--- config.mk ---
export PLATFORM = sky130hd
export DESIGN_NAME = calc1_req_driver
export DESIGN_NICKNAME = d
export VERILOG_FILES = /design/src/rtl/calc1_req_driver.sv
export SDC_FILE = /design/constraint.sdc
export NUM_CORES = 1
export LEC_CHECK = 0
export CAP_MARGIN = 20
export CORE_UTILIZATION = 45
export CTS_CLUSTER_DIAMETER = 150
export CTS_CLUSTER_SIZE = 28
export DETAILED_ROUTE_END_ITERATION = 8
export GPL_ROUTABILITY_DRIVEN = 0
export GPL_TIMING_DRIVEN = 0
export PLACE_DENSITY = 0.85
export SYNTH_ARGS = -nofsm -noshare
export SYNTH_HDL_FRONTEND = slang
export SYNTH_SLANG_ARGS = --single-unit
--- constraint.sdc ---
create_clock -name c_clk -period 2 [get_ports c_clk]
set_input_delay 0.2 -clock c_clk [delete_from_list [all_inputs] [get_ports c_clk]]
set_output_delay 0.2 -clock c_clk [all_outputs]
set_load 0.05 [all_outputs]
--- src/rtl/calc1_req_driver.sv ---
// calc1 request driver: accepts one host op, serialises it onto the calc1 cmd/data bus,
// waits for the response with a timeout. Optional reference check under CALC1_REQ_SCOREBOARD_EN.
module calc1_req_driver #(
  parameter int TIMEOUT_CYC = 64,
  parameter int CMD_W       = 4,
  parameter int DATA_W      = 32
) (
  input  logic              c_clk,
  input  logic              reset,
  input  logic              req_valid,
  output logic              req_ready,
  input  logic [CMD_W-1:0]  req_cmd,
  input  logic [DATA_W-1:0] req_op1,
  input  logic [DATA_W-1:0] req_op2,
  output logic [CMD_W-1:0]  cmd_out,
  output logic [DATA_W-1:0] data_out,
  input  logic [1:0]        resp_in,
  input  logic [DATA_W-1:0] out_data_in,
  output logic              rsp_valid,
  input  logic              rsp_ready,
  output logic [1:0]        rsp_code,
  output logic [DATA_W-1:0] rsp_data,
  output logic              rsp_timeout,
  output logic              busy
`ifdef CALC1_REQ_SCOREBOARD_EN
  ,
  output logic              exp_mismatch
`endif
);

  localparam int CNT_W = 16;
  localparam logic [CNT_W-1:0] CNT_LAST = CNT_W'(TIMEOUT_CYC - 1);

  typedef enum logic [2:0] {S_IDLE, S_CMD, S_OP2, S_WAIT, S_DONE} state_t;

  state_t            state, state_nxt;
  logic [CMD_W-1:0]  cmd_q;
  logic [DATA_W-1:0] op1_q, op2_q;
  logic [CNT_W-1:0]  cnt;
  logic              resp_hit, to_hit;

  assign resp_hit = (state == S_WAIT) && (resp_in != 2'd0);
  assign to_hit   = (state == S_WAIT) && (resp_in == 2'd0) && (cnt == CNT_LAST);

  always_ff @(posedge c_clk or negedge reset) begin
    if (!reset) state <= S_IDLE;
    else        state <= state_nxt;
  end

  always_comb begin
    state_nxt = state;
    case (state)
      S_IDLE: if (req_valid) state_nxt = S_CMD;
      S_CMD:  state_nxt = S_OP2;
      S_OP2:  state_nxt = S_WAIT;
      S_WAIT: if (resp_hit || to_hit) state_nxt = S_DONE;
      S_DONE: if (rsp_ready) state_nxt = S_IDLE;
      default: state_nxt = S_IDLE;
    endcase
  end

  always_comb begin
    req_ready = (state == S_IDLE);
    busy      = (state != S_IDLE);
    rsp_valid = (state == S_DONE);
  end

  // Bus registers trail the state by one cycle: cmd/op1 appear the cycle after CMD is entered.
  always_ff @(posedge c_clk or negedge reset) begin
    if (!reset) begin
      cmd_q       <= '0;
      op1_q       <= '0;
      op2_q       <= '0;
      cmd_out     <= '0;
      data_out    <= '0;
      cnt         <= '0;
      rsp_code    <= '0;
      rsp_data    <= '0;
      rsp_timeout <= 1'b0;
    end else begin
      if (state == S_IDLE && req_valid) begin
        cmd_q <= req_cmd;
        op1_q <= req_op1;
        op2_q <= req_op2;
      end
      case (state)
        S_CMD: begin
          cmd_out  <= cmd_q;
          data_out <= op1_q;
        end
        S_OP2: begin
          cmd_out  <= '0;
          data_out <= op2_q;
        end
        default: begin
          cmd_out  <= '0;
          data_out <= '0;
        end
      endcase
      if (state == S_OP2)       cnt <= '0;
      else if (state == S_WAIT) cnt <= cnt + 1'b1;
      // A response in the timeout cycle takes priority over the timeout.
      if (resp_hit) begin
        rsp_code    <= resp_in;
        rsp_data    <= out_data_in;
        rsp_timeout <= 1'b0;
      end else if (to_hit) begin
        rsp_code    <= 2'd0;
        rsp_data    <= '0;
        rsp_timeout <= 1'b1;
      end
    end
  end

`ifdef CALC1_REQ_SCOREBOARD_EN
  logic [1:0]        exp_code;
  logic [DATA_W-1:0] exp_data;
  logic [DATA_W:0]   sum;

  always_comb begin
    exp_code = 2'd2;
    exp_data = '0;
    sum      = {1'b0, op1_q} + {1'b0, op2_q};
    case (cmd_q)
      CMD_W'(1): begin
        if (!sum[DATA_W]) begin
          exp_code = 2'd1;
          exp_data = sum[DATA_W-1:0];
        end
      end
      CMD_W'(2): begin
        if (op2_q <= op1_q) begin
          exp_code = 2'd1;
          exp_data = op1_q - op2_q;
        end
      end
      CMD_W'(5): begin
        exp_code = 2'd1;
        exp_data = op1_q << op2_q[4:0];
      end
      CMD_W'(6): begin
        exp_code = 2'd1;
        exp_data = op1_q >> op2_q[4:0];
      end
      default: exp_code = 2'd2;
    endcase
  end

  always_ff @(posedge c_clk or negedge reset) begin
    if (!reset)                exp_mismatch <= 1'b0;
    else if (resp_hit)         exp_mismatch <= (resp_in != exp_code) ||
                                               (exp_code == 2'd1 && out_data_in != exp_data);
    else if (to_hit)           exp_mismatch <= 1'b1;
    else if (state == S_IDLE)  exp_mismatch <= 1'b0;
  end
`endif

endmodule

* Word level (Yosys, flattened, before mapping)
Index checks and enable logic that the tools add are counted.
Operators by class: add/sub/neg operators 1, multipliers 0, divide/modulo/power cells 0, $lt $le $gt $ge 0, eq/ne operators 8, shifts and indexed selects 0, mux-type cells 14, bitwise operators 0, reduce and logical (&&, ||, !) cells 12
Operator list (number):
- $mux 32 | 2
- $pmux 32 s2 | 1
- $mux 16 | 2
- $add 16x1->16 const B | 1
- $eq 16x6->1 const B | 1
- $pmux 3 s5 | 1
- $mux 3 | 3
- $eq 3x2->1 const B | 2
- $reduce_bool 2->1 | 3
- $logic_and 1x1->1 | 4
- $mux 2 | 2
- $mux 4 | 1
- $ne 2x1->1 const B | 2
- $eq 3x1->1 const B | 1
- $eq 3x3->1 const B | 1
- $logic_not 3->1 | 1
- $reduce_and 3->1 | 1
- $reduce_bool 3->1 | 1
- $logic_not 2->1 | 1
- $mux 1 | 2
- $ne 2x2->1 const B | 1
- $logic_or 1x1->1 | 1
Storage, ports and cells: flip-flop bits (word level) 158, latch bits 0, memory bits (writable) 0, memory bits (read-only) 0, input bits 106, output and inout port bits 74, word-level logic and storage cells 45, memories kept 0

* Depth between registers and ports, before layout
word-level depth 6, gate-level depth with buffers 8, gate-level depth less buffers 4

* Worst setup path after synthesis
Ideal clock, no wire load.
kind flip-flop to flip-flop, start point register state[2], end point register cmd_q[0], setup time 125 ps, arrival time 2028 ps, required time 1875 ps, path slack -153 ps, cell stages (with the launch flop) 9, buffers on the path 4, period minus slack after synthesis 2153 ps, path through dfrtp_1 buf_6 or3_4 inv_2 and2_4 buf_6 buf_12 buf_12 mux2_4
Between the ends: cells in the longest elaborated chain, start to end 2
Ends and longest elaborated chain:
- start, declared | line 36 | state_t state, state_nxt;
- start signal, assigned | line 47 | else state <= state_nxt;
- $logic_not 3->1
- net req_ready | line 11 | output logic req_ready,
- $logic_and 1x1->1 | line 81 | if (state == S_IDLE && req_valid) begin
- end signal, assigned | line 82 | cmd_q <= req_cmd;
- end, declared | line 37 | logic [CMD_W-1:0] cmd_q;
The timed path passes the listed nets, and every way through them passes these cells. A chain may end at the register's enable or synchronous reset.

* Final worst setup path
start point register state[1], end point output port busy
Between the ends: cells in the longest elaborated chain, start to end 1
Ends and longest elaborated chain:
- $reduce_bool 3->1 | line 64 | busy = (state != S_IDLE);
- end, declared | line 24 | output logic busy
Every way passes these cells.

==> impl_results.md <==
* R2r startpoint: state[1]$_DFFE_PN0P_
* WS Path Type: flop to output port
* Final hold violation count at 0
* Relative slew slack at 59.9%
* Hold path startpoint: out_data_in[6]
* Largest net degree at the start of global routing at 96
* Clock Skews at 7.50 ps
* Initial Util at a little under half
* Ant. Diodes at 0
* Die X at 120 um
* Tot Pwr at about 0.015 W
* Clk pin slew, worst setup/hold paths at 60 ps
* TritonCTS clock tree: done
* Startpoint types: flop
* Worst EP arrival at about 1700 ps
* R2R setup slack at 60 ps
* Fin Hold WS at 333 ps
* Hold endpoint: rsp_data[6]$_DFFE_PN0P_
* TritonCTS Buffers at 17
* Worst Path Max Fanout at 8
* Hold Path Stages at 2
* Leakage at approximately 3.9 nW
* Die Y at 120 um
* ANT nets after route at 0
* Post-DR wirelength/cell at approximately 19 um
* Area of the multi-input gates at 0.00214 mm2
* Slew @ Worst Pin at 602 ps
* Max incr delay on CP at 460 ps
* Total grt overflow at 0
* Final-report setup violation count at 0
* Worst EP required at around 1800 ps
* DRC at 0
* Max_cap viols at 0
* P per Cell Area at 1690 mW/mm2
* Post-synthesis async set-or-reset flop share at 100%
* Max Clk Rate at 516 MHz
* Layout cells sized above 1 at 20.3%
* Worst-Skew Late Latency at 420 ps
* RSZ-0062 raised after global routing: false
* Minimum clock period at about 1900 ps
* Initial antenna violation count at 0
* Layout Area Growth over Synthesis at 42.9%
* Global-route wire length before repair at 25.2 mm
* H-tree levels at 4
* Netlist cell types at 47
* Peak VDD IR at roughly 0.0007 V
* Placed cells at 811
* DR vias/cell at around 5.4
* Syn_area_per_cell at about 14 um2
* Root Buffer: clkbuf_16
* Hold WC Path Type: primary input to flop
* Critical path endpoint category: output port
* Vias in the first global route at 4780
* Total GRT Usage at approximately 23%
* Clock tree buffer depth at 2
* Synthesized net count at ~560
* Period utilization at 96.8%
* Seq/Total Area, Yosys at 62.7%
* Cell row count at 42
* RR Endpoint: op1_q[15]$_DFFE_PN0P_
* Via count at 4524
* Port-buffer cells at between 150 and 200
* Primary FF master, synth: dfrtp_1
* Core area at 0.0135 mm2
* Initial drt markers at 223
* Fillers at 960
* Fin. max-slew vios at 0
* R2R depth at 7
* EDFF count, synth at 0
* Routed wire length at approximately 16 mm
* Synth warn at 0
* FF+latch count, synth at 158
* CP max stage cell: dfrtp_2
* Drt first pass iters at 7
* Hpwl dp at 11.3 mm
* Synthesized instance count at 455
* Die Area at about 0.014 mm2
* Syn Std Cell Area at between 0.006 and 0.007 mm2
* Outcome: finished clean
* Ports at 180
* CP Cell Sequence: or3_4, dlygate4sd2_1
* Final non-filler cell total at around 840
* Register Area at 0.00396 mm2
* Clk sink count at 158
* Final net count at 761
-- layer usage --
layer  GRT usage (%)  wire length (um)  up-vias
li1                -                 -     2039
met1            28.1              6260     2266
met2            37.9              7790      193
met3            7.74              1450       26
met4            9.18               295        0
met5               0                 0        -
-- worst max path at each step --
stage / start / end / cells past startpoint
after global routing: state[0]$_DFFE_PN0P_ / op1_q[26]$_DFFE_PN0P_ / 7
after detailed placement: state[2]$_DFFE_PN0P_ / data_out[19]$_DFF_PN0_ / 6
after floorplan: state[2]$_DFFE_PN0P_ / cmd_q[0]$_DFFE_PN0P_ / 8
after CTS: state[1]$_DFFE_PN0P_ / busy / 2
after global placement: reset / op1_q[11]$_DFFE_PN0P_ / 1
final: state[1]$_DFFE_PN0P_ / busy / 2
-- power by group --
group | internal (W) | switching [W] | total (W)
clock | 0.00214 | 0.00123 | 0.00337
sequential | 0.00456 | 0.000726 | 0.00528
combinational | 0.00275 | 0.00387 | 0.00662
total | 0.00945 | 0.00582 | 0.0153
-- repair_timing --
item	in CTS	in global routing
setup endpoints to repair	33	92
gates cloned	0	0
gates resized for setup	11	14
hold endpoints to repair	63	0
hold buffers	1	0
buffers inserted	0	0
-- synthesized netlist by cell type (all sizes together) (5+ instances only) --
library cell / count / area, um2
a21oi: 6 / 30.0
a22o: 33 / 289
and2: 8 / 52.6
buf: 18 / 158
clkbuf: 14 / 52.6
dfrtp: 158 / 3950
mux2: 68 / 841
nand2: 44 / 165
nand3: 9 / 45.0
nor2: 12 / 47.6
o21ai: 5 / 25.0
o2bb2ai: 34 / 298
-- sequential cells by signal, indices dropped and copies added, names as in the netlist --
signal       flops
cmd_out          4
cmd_q            4
cnt             16
data_out        32
op1_q           32
op2_q           32
rsp_code         2
rsp_data        32
rsp_timeout      1
state            3
-- worst max-delay path, delay by kind of cell, from the launching register on --
kind          cells  cell delay [ps]
buf+inv           1              440
flops             1              460
simple gates      1              420
-- stage by stage --
step                      util (%)  TNS, ps  cell area, um2  worst slack [ps]
final                         67.0        0            9010              63.3
after global routing          67.0        0            9010              1.56
after CTS                     66.9        0            9000              11.5
after detailed placement      62.1    -1590            8350             -68.5
after global placement        61.9  -844980            8320             -5340
after floorplan                  -        0            6310              9.85
-- cell usage in the layout, fill, tap and decap left out, types with 7 or more instances in the layout --
master,netlist,layout
a22o_1,33,33
nand3_1,9,9
dfrtp_1,158,156
mux2_2,48,48
nand2_1,44,44
clkdlybuf4s50_1,0,175
o2bb2ai_1,34,34
nor2_1,11,9
clkbuf_1,14,7
clkbuf_16,0,17
mux2_4,20,20
and2_1,7,7
-- cells by family (layout without fill, tap and decap cells) --
| logic type | after synthesis | count (layout) | synth area share (%) |
|---|---|---|---|
| AOI/OAI and AO/OA | 88 | 88 | 11.5 |
| xor gates and xnor gates | 5 | 5 | 0.694 |
| adders and majority gates | 1 | 1 | 0.198 |
| buffers and inverters | 36 | 247 | 3.57 |
| DFF | 158 | 158 | 62.7 |
| muxes | 69 | 69 | 13.5 |
| and+or+nand+nor | 98 | 98 | 7.86 |
-- cell type report --
| cell class | instances | area share (%) |
|---|---|---|
| Sequential cell | 158 | 43.9 |
| Inverter | 4 | 0.222 |
| Clock inverter | 11 | 1.83 |
| Timing Repair Buffer | 181 | 20.3 |
| Buffer | 31 | 2.46 |
| Clock buffer | 20 | 5.07 |
| Multi-Input combinational cell | 261 | 23.7 |
| Tap cell | 176 | 2.44 |
Note: power is estimated with default switching activity, not from simulation.
